$ cat src/rtl/lut_target_prog_if.sv
// Bus bundle for lut_target_prog: streaming loader, patch write port and read channels.
// With LUT_PARITY_EN defined, also carries par_inject and par_err.
interface lut_target_prog_if #(
    parameter int unsigned IDX_W  = 4,
    parameter int unsigned DATA_W = 10,
    parameter int unsigned OUT_W  = 12,
    parameter int unsigned NRD    = 2
);
    logic                    load_start;
    logic                    load_valid;
    logic [DATA_W-1:0]       load_data;
    logic                    load_ready;
    logic                    busy;
    logic                    table_valid;
    logic                    wr_en;
    logic [IDX_W-1:0]        wr_index;
    logic [DATA_W-1:0]       wr_data;
    logic                    wr_drop;
    logic [NRD*IDX_W-1:0]    rd_index;
    logic [NRD*OUT_W-1:0]    rd_out;
`ifdef LUT_PARITY_EN
    logic                    par_inject;
    logic [NRD-1:0]          par_err;
`endif

    modport master (
        output load_start, load_valid, load_data, wr_en, wr_index, wr_data, rd_index,
`ifdef LUT_PARITY_EN
        output par_inject,
        input  par_err,
`endif
        input  load_ready, busy, table_valid, wr_drop, rd_out
    );

    modport slave (
        input  load_start, load_valid, load_data, wr_en, wr_index, wr_data, rd_index,
`ifdef LUT_PARITY_EN
        input  par_inject,
        output par_err,
`endif
        output load_ready, busy, table_valid, wr_drop, rd_out
    );
endinterface

$ cat src/rtl/lut_target_prog.sv
// Programmable signed-offset LUT: streamed boot load, single-entry patching, NRD registered
// sign-extending read channels. Optional even-parity protection under LUT_PARITY_EN.
module lut_target_prog #(
    parameter int unsigned IDX_W  = 4,
    parameter int unsigned DATA_W = 10,
    parameter int unsigned OUT_W  = 12,
    parameter int unsigned NRD    = 2
) (
    input  logic                 clk,
    input  logic                 rst_n,
    lut_target_prog_if.slave     bus
);
    localparam int unsigned DEPTH = 1 << IDX_W;
`ifdef LUT_PARITY_EN
    localparam int unsigned ENT_W = DATA_W + 1;
`else
    localparam int unsigned ENT_W = DATA_W;
`endif

    typedef enum logic [1:0] {StEmpty, StLoad, StReady} state_e;

    state_e             state_q;
    logic [IDX_W-1:0]   cnt_q;
    logic               busy_q, load_ready_q, table_valid_q, wr_drop_q;
    logic [ENT_W-1:0]   mem_q [DEPTH];
    logic [OUT_W-1:0]   rd_q [NRD];

    logic               beat, wr_ok, we;
    logic [IDX_W-1:0]   widx;
    logic [DATA_W-1:0]  wdata;
    logic [ENT_W-1:0]   wentry;

    function automatic logic [OUT_W-1:0] sext(input logic signed [DATA_W-1:0] d);
        return OUT_W'(d);
    endfunction

    // A beat coincident with load_start is dropped; writes are blocked during loading.
    assign beat  = (state_q == StLoad) && bus.load_valid && !bus.load_start;
    assign wr_ok = bus.wr_en && (state_q != StLoad) && !bus.load_start;

    always_comb begin
        we    = 1'b0;
        widx  = cnt_q;
        wdata = bus.load_data;
        if (beat) begin
            we = 1'b1;
        end else if (wr_ok) begin
            we    = 1'b1;
            widx  = bus.wr_index;
            wdata = bus.wr_data;
        end
    end

`ifdef LUT_PARITY_EN
    assign wentry = {(^wdata) ^ bus.par_inject, wdata};
`else
    assign wentry = wdata;
`endif

    always_ff @(posedge clk or negedge rst_n) begin
        if (!rst_n) begin
            state_q       <= StEmpty;
            cnt_q         <= '0;
            busy_q        <= 1'b0;
            load_ready_q  <= 1'b0;
            table_valid_q <= 1'b0;
            wr_drop_q     <= 1'b0;
        end else begin
            wr_drop_q <= bus.wr_en && ((state_q == StLoad) || bus.load_start);
            if (bus.load_start) begin
                state_q       <= StLoad;
                cnt_q         <= '0;
                busy_q        <= 1'b1;
                load_ready_q  <= 1'b1;
                table_valid_q <= 1'b0;
            end else if (beat) begin
                cnt_q <= cnt_q + 1'b1;
                if (cnt_q == IDX_W'(DEPTH - 1)) begin
                    state_q       <= StReady;
                    busy_q        <= 1'b0;
                    load_ready_q  <= 1'b0;
                    table_valid_q <= 1'b1;
                end
            end
        end
    end

    always_ff @(posedge clk or negedge rst_n) begin
        if (!rst_n) begin
            for (int i = 0; i < DEPTH; i++) mem_q[i] <= '0;
        end else if (we) begin
            mem_q[widx] <= wentry;
        end
    end

    // Reads sample the pre-write table, so a same-cycle write is seen one read later.
    always_ff @(posedge clk or negedge rst_n) begin
        if (!rst_n) begin
            for (int k = 0; k < NRD; k++) rd_q[k] <= '0;
        end else begin
            for (int k = 0; k < NRD; k++) begin
                rd_q[k] <= sext(mem_q[bus.rd_index[k*IDX_W +: IDX_W]][DATA_W-1:0]);
            end
        end
    end

`ifdef LUT_PARITY_EN
    logic [NRD-1:0] par_err_q;

    always_ff @(posedge clk or negedge rst_n) begin
        if (!rst_n) begin
            par_err_q <= '0;
        end else begin
            for (int k = 0; k < NRD; k++) begin
                par_err_q[k] <= ^mem_q[bus.rd_index[k*IDX_W +: IDX_W]];
            end
        end
    end

    assign bus.par_err = par_err_q;
`endif

    always_comb begin
        bus.rd_out = '0;
        for (int k = 0; k < NRD; k++) bus.rd_out[k*OUT_W +: OUT_W] = rd_q[k];
    end

    assign bus.busy        = busy_q;
    assign bus.load_ready  = load_ready_q;
    assign bus.table_valid = table_valid_q;
    assign bus.wr_drop     = wr_drop_q;
endmodule
$ cat src/flat_wrapper.sv
// flat-port wrapper written by rule: the top's interface ports become plain ports
module lut_target_prog_flat 
#(
    parameter int unsigned IDX_W  = 4,
    parameter int unsigned DATA_W = 10,
    parameter int unsigned OUT_W  = 12,
    parameter int unsigned NRD    = 2
)
  (clk, rst_n, bus_load_start, bus_load_valid, bus_load_data, bus_wr_en, bus_wr_index, bus_wr_data, bus_rd_index, bus_load_ready, bus_busy, bus_table_valid, bus_wr_drop, bus_rd_out);
  lut_target_prog_if #(.IDX_W(IDX_W), .DATA_W(DATA_W), .OUT_W(OUT_W), .NRD(NRD)) bus_i ();
  input  logic clk;
  input  logic rst_n;
  input wire logic [$bits(bus_i.load_start)-1:0] bus_load_start;
  input wire logic [$bits(bus_i.load_valid)-1:0] bus_load_valid;
  input wire logic [$bits(bus_i.load_data)-1:0] bus_load_data;
  input wire logic [$bits(bus_i.wr_en)-1:0] bus_wr_en;
  input wire logic [$bits(bus_i.wr_index)-1:0] bus_wr_index;
  input wire logic [$bits(bus_i.wr_data)-1:0] bus_wr_data;
  input wire logic [$bits(bus_i.rd_index)-1:0] bus_rd_index;
  output wire logic [$bits(bus_i.load_ready)-1:0] bus_load_ready;
  output wire logic [$bits(bus_i.busy)-1:0] bus_busy;
  output wire logic [$bits(bus_i.table_valid)-1:0] bus_table_valid;
  output wire logic [$bits(bus_i.wr_drop)-1:0] bus_wr_drop;
  output wire logic [$bits(bus_i.rd_out)-1:0] bus_rd_out;
  assign bus_i.load_start = bus_load_start;
  assign bus_i.load_valid = bus_load_valid;
  assign bus_i.load_data = bus_load_data;
  assign bus_i.wr_en = bus_wr_en;
  assign bus_i.wr_index = bus_wr_index;
  assign bus_i.wr_data = bus_wr_data;
  assign bus_i.rd_index = bus_rd_index;
  assign bus_load_ready = bus_i.load_ready;
  assign bus_busy = bus_i.busy;
  assign bus_table_valid = bus_i.table_valid;
  assign bus_wr_drop = bus_i.wr_drop;
  assign bus_rd_out = bus_i.rd_out;
  lut_target_prog #(.IDX_W(IDX_W), .DATA_W(DATA_W), .OUT_W(OUT_W), .NRD(NRD)) u_core (.clk(clk), .rst_n(rst_n), .bus(bus_i));
endmodule
$ cat config.mk
export PLATFORM = sky130hd
export DESIGN_NAME = lut_target_prog_flat
export DESIGN_NICKNAME = d
export VERILOG_FILES = /design/src/rtl/lut_target_prog_if.sv /design/src/rtl/lut_target_prog.sv /design/src/flat_wrapper.sv
export SDC_FILE = /design/constraint.sdc
export NUM_CORES = 1
export LEC_CHECK = 0
export CAP_MARGIN = 10
export CORE_UTILIZATION = 55
export DETAILED_ROUTE_END_ITERATION = 16
export GPL_TIMING_DRIVEN = 0
export PLACE_DENSITY_LB_ADDON = 0.15
export SLEW_MARGIN = 20
export SYNTH_ARGS = -nofsm -noshare
export SYNTH_HDL_FRONTEND = slang
export SYNTH_SLANG_ARGS = --single-unit
$ cat constraint.sdc
create_clock -name clk -period 5.3 [get_ports clk]
set_input_delay 0.53 -clock clk [delete_from_list [all_inputs] [get_ports clk]]
set_output_delay 0.53 -clock clk [all_outputs]
set_load 0.005 [all_outputs]
==> summary.md <==
| Metric | Value |
|---|---|
| Via density | 6.67 |
| First-pass GRT wire length | 38700 um |
| Worst slew margin | 26.0% |
| Clk slew on worst S/H paths | 0.07 ns |
| Simple-gate share of the synthesized area | 2.58% |
| CTS H-tree lvls | 4 |
| Synth top cells by count | dfrtp_1, mux2_2, mux4_2, mux2_4, clkbuf_1 |
| Number of synthesized flops with an enable pin | 0 |
| Adder-Cell Fraction of Synth Area | 0.130% |
| Chip height | 134 um |
| WL/cell | 28.9 um |
| CP bufs+invs | 1 |
| Crit-path max cell delay | 0.75 ns |
| Post-CTS Resized | 0 |
| Comb pwr share | 14.8% |
| Die X | 134 um |
| Share of cells above drive strength 1 | 53.0% |
| Clock sink count | 187 |
| R2r worst-path depth | 6 |
| Area fraction in compound gates after synthesis | 0.675% |
| Final core occ | 65.1% |
| HP Start | bus_load_start |
| CP top delay family | simple AND/OR/NAND/NOR gates |
| Top-area cell type share of the netlist area | 48.6% |
| Flop2flop setup slack | 2.60 ns |
| Footprint of the multi-input gates | 0.00469 sq mm |
| Total Die Area | 0.0181 sq mm |
| Core area | 0.0172 sq mm |
| Slowest stage cell on the critical path | nand3_1 |
| Net Sw Power | 0.849 mW |
| Syn Inst Count | 559 |
| Fmax | 0.367 GHz |
| # setup viols final | 0 |
| Root cell of the clock tree | clkbuf_16 |
| CTS tree | built |
| Startpoint Class | input port |
| P_int | 2.70 mW |
| Max Slew Vio Count | 0 |
| Max Cap Violations | 0 |
| Fin nets | 674 |
| Post-place setup slack | 2.18 ns |
| Yosys cell types | 35 |
| Placed Area | 0.0105 sq mm |
| Final critical-path required period | 2.72 ns |
| Final setup TNS | 0 ns |
| WP data arrival | 3.03 ns |
| Part of the power in registers | 46.5% |
| Yosys warns | 0 |
| Antenna Cells | 0 |
| Worst Path Class, Setup | in -> reg |
| Largest net degree at the start of global routing | 90 |
| Drc violations | 0 |
| Syn_nets | 597 |
| Worst Max-Slew Pin Slew | 1.11 ns |
| Worst Hold Class | in -> reg |
| CP cell instances | clkdlybuf4s50_1 > nor2b_4 > nand2_4 > mux2i_4 > nand3_1 > mux2_2 |
| Register Area | 0.00468 sq mm |
| I/O Pins | 65 |
| Vias in the first global route | 6275 |
| Post-synthesis sequential area ratio | 48.6% |
| Final hold vios | 0 |
| Crit-path max FO | 10 |
| Xor/xnor share of the synthesized area | 0.273% |
| Iter 0 DRT Violations | 387 |
| Status | finished, final reports clean |
| Synth Cell Area | 0.00964 sq mm |
| Hold depth | 2 |
| TritonCTS buffer count | 17 |
| Count leader, synth | dfrtp_1 |
| Overall routing resource usage | 30.5% |
| Worst reg2reg startpoint | u_core.state_q[1] |
| Clk network pwr share | 38.7% |
| DP HPWL | 16100 um |
| PortBufs | 55 |
| Worst-skew pair later-pin latency | 0.43 ns |
| Critical path endpoint category | register |
| Initial Utilization | 56.1% |
| Mux cell area share after synthesis | 45.0% |
| Asr flop ratio synth | 100% |
| Main combinational cell family by area after synthesis | multiplexers |
| Total number of vias | 5832 |
| Main synth FF type | dfrtp_1 |
| Mean Syn Cell Area | 17.2 sq um |
| Clk buf depth | 2 |
| Crit path required time | 5.61 ns |
| Final period util | 51.4% |
| Switch share | 23.9% |
| Fin worst setup slack | 2.58 ns |
| GRT Residual Overflow | 0 |
| R2R Path End | u_core.mem_q[80] |
| Maximum VDD drop | 0.000272 V |
| Dominant cells by area after synthesis | dfrtp_1, mux4_2, mux2_2 |
| Leakage power total | 5.06 nW |
| Final Wtd Congestion | 0.793 |
| Router iterations before antenna repair | 5 |
| Number of synthesized register bits | 187 |
| Hold Path End | u_core.cnt_q[0] |
| Fillers | 1223 |
| Initial antenna violation count | 0 |
| Synth area leader | dfrtp_1 |
| Area growth, synth to finish | 16.0% |
| Routed WL | 25200 um |
| PD cells | 318 mW/mm^2 |
| Cell Rows | 48 |
| Layout Cell Area excl Fill | 0.0112 sq mm |
| Layout Skew | 0.0111 ns |
| RSZ-0062 raised after global routing | no |
| Final ANT Viol Nets | 0 |
-- sequential cells by signal (all words and copies together) (netlist names) --
name	cells
u_core.bus.rd_out	20
u_core.bus.wr_drop	1
u_core.cnt_q	4
u_core.mem_q	160
u_core.state_q	2
-- kinds of logic after synthesis --
kind of cell	Yosys count
AO/OA/AOI/OAI	8
XOR/XNOR	3
adder cells (fa/ha/maj)	1
buffers and inverters	52
flip-flops	187
multiplexers	275
AND/OR/NAND/NOR	33
-- worst reg2reg max path: stages (launching register included) --
cell and delay (ns):
dfrtp_1 0.40, nand2b_1 0.15, buf_2 0.17, nand2_4 0.14, mux2i_4 0.41, nand3_1 0.75
mux2_2 0.56
-- cells in the final DEF, fill, tap and decap left out, types with 5 or more instances in the layout --
| master | count |
|---|---|
| buf_2 | 15 |
| buf_4 | 6 |
| clkbuf_1 | 21 |
| mux2_2 | 147 |
| clkbuf_16 | 17 |
| clkdlybuf4s50_1 | 54 |
| nand3_1 | 5 |
| dfrtp_1 | 187 |
| mux4_2 | 100 |
| and3_1 | 5 |
| mux2_4 | 25 |
| nor2_1 | 5 |
-- through the flow --
step	total power, mW	hold WS (ns)	cells
floorplan	1.99	0.234	559
global route	3.67	0.302	874
CTS	3.56	0.297	874
global placement	2.16	0.500	839
finish	3.55	0.301	874
detailed placement	2.20	0.395	841
-- how the worst max path moves through the flow --
stage,from,to,slack (ns),cells after the start
finish,bus_wr_en,u_core.mem_q[80],2.58,6
global route,bus_wr_en,u_core.mem_q[10],2.52,7
CTS,bus_wr_en,u_core.mem_q[84],2.61,6
detailed placement,bus_wr_en,u_core.mem_q[84],2.18,6
global placement,rst_n,u_core.mem_q[19],-3.64,1
floorplan,bus_load_start,u_core.mem_q[140],3.02,7
-- final cells by class --
| cell class | count | share of cell area (%) |
|---|---|---|
| plain buffers | 49 | 2.31 |
| clock buffers | 21 | 4.21 |
| clock inverters | 11 | 1.49 |
| inverters | 3 | 0.101 |
| multi-input cells | 320 | 42.0 |
| flip-flops and latches | 187 | 41.9 |
| well taps | 225 | 2.52 |
| repair buffers | 58 | 5.55 |
-- metal layers --
layer	wire, um	track usage (%)	vias up	part of all wire (%)
met2	12400	48.1	253	49
li1	-	-	2337	-
met1	10300	41.0	3173	41
met4	1060	14.2	0	4.2
met5	0	0	-	0
met3	1500	6.65	69	5.9
-- power by group through the flow --
stage	clock network, mW	logic (mW)	registers, mW
after floorplan	0	0.348	1.64
after global placement	0	0.503	1.66
after detailed placement	0	0.523	1.67
after CTS	1.38	0.530	1.65
after global routing	1.44	0.561	1.67
final	1.38	0.527	1.65
-- timing repair --
action / CTS / global route
hold endpoints to repair: 27 / 0
setup endpoints to repair: 0 / 0
buffers inserted: 0 / 0
hold buffers: 1 / 0
Power figures use the tool's default switching activity.
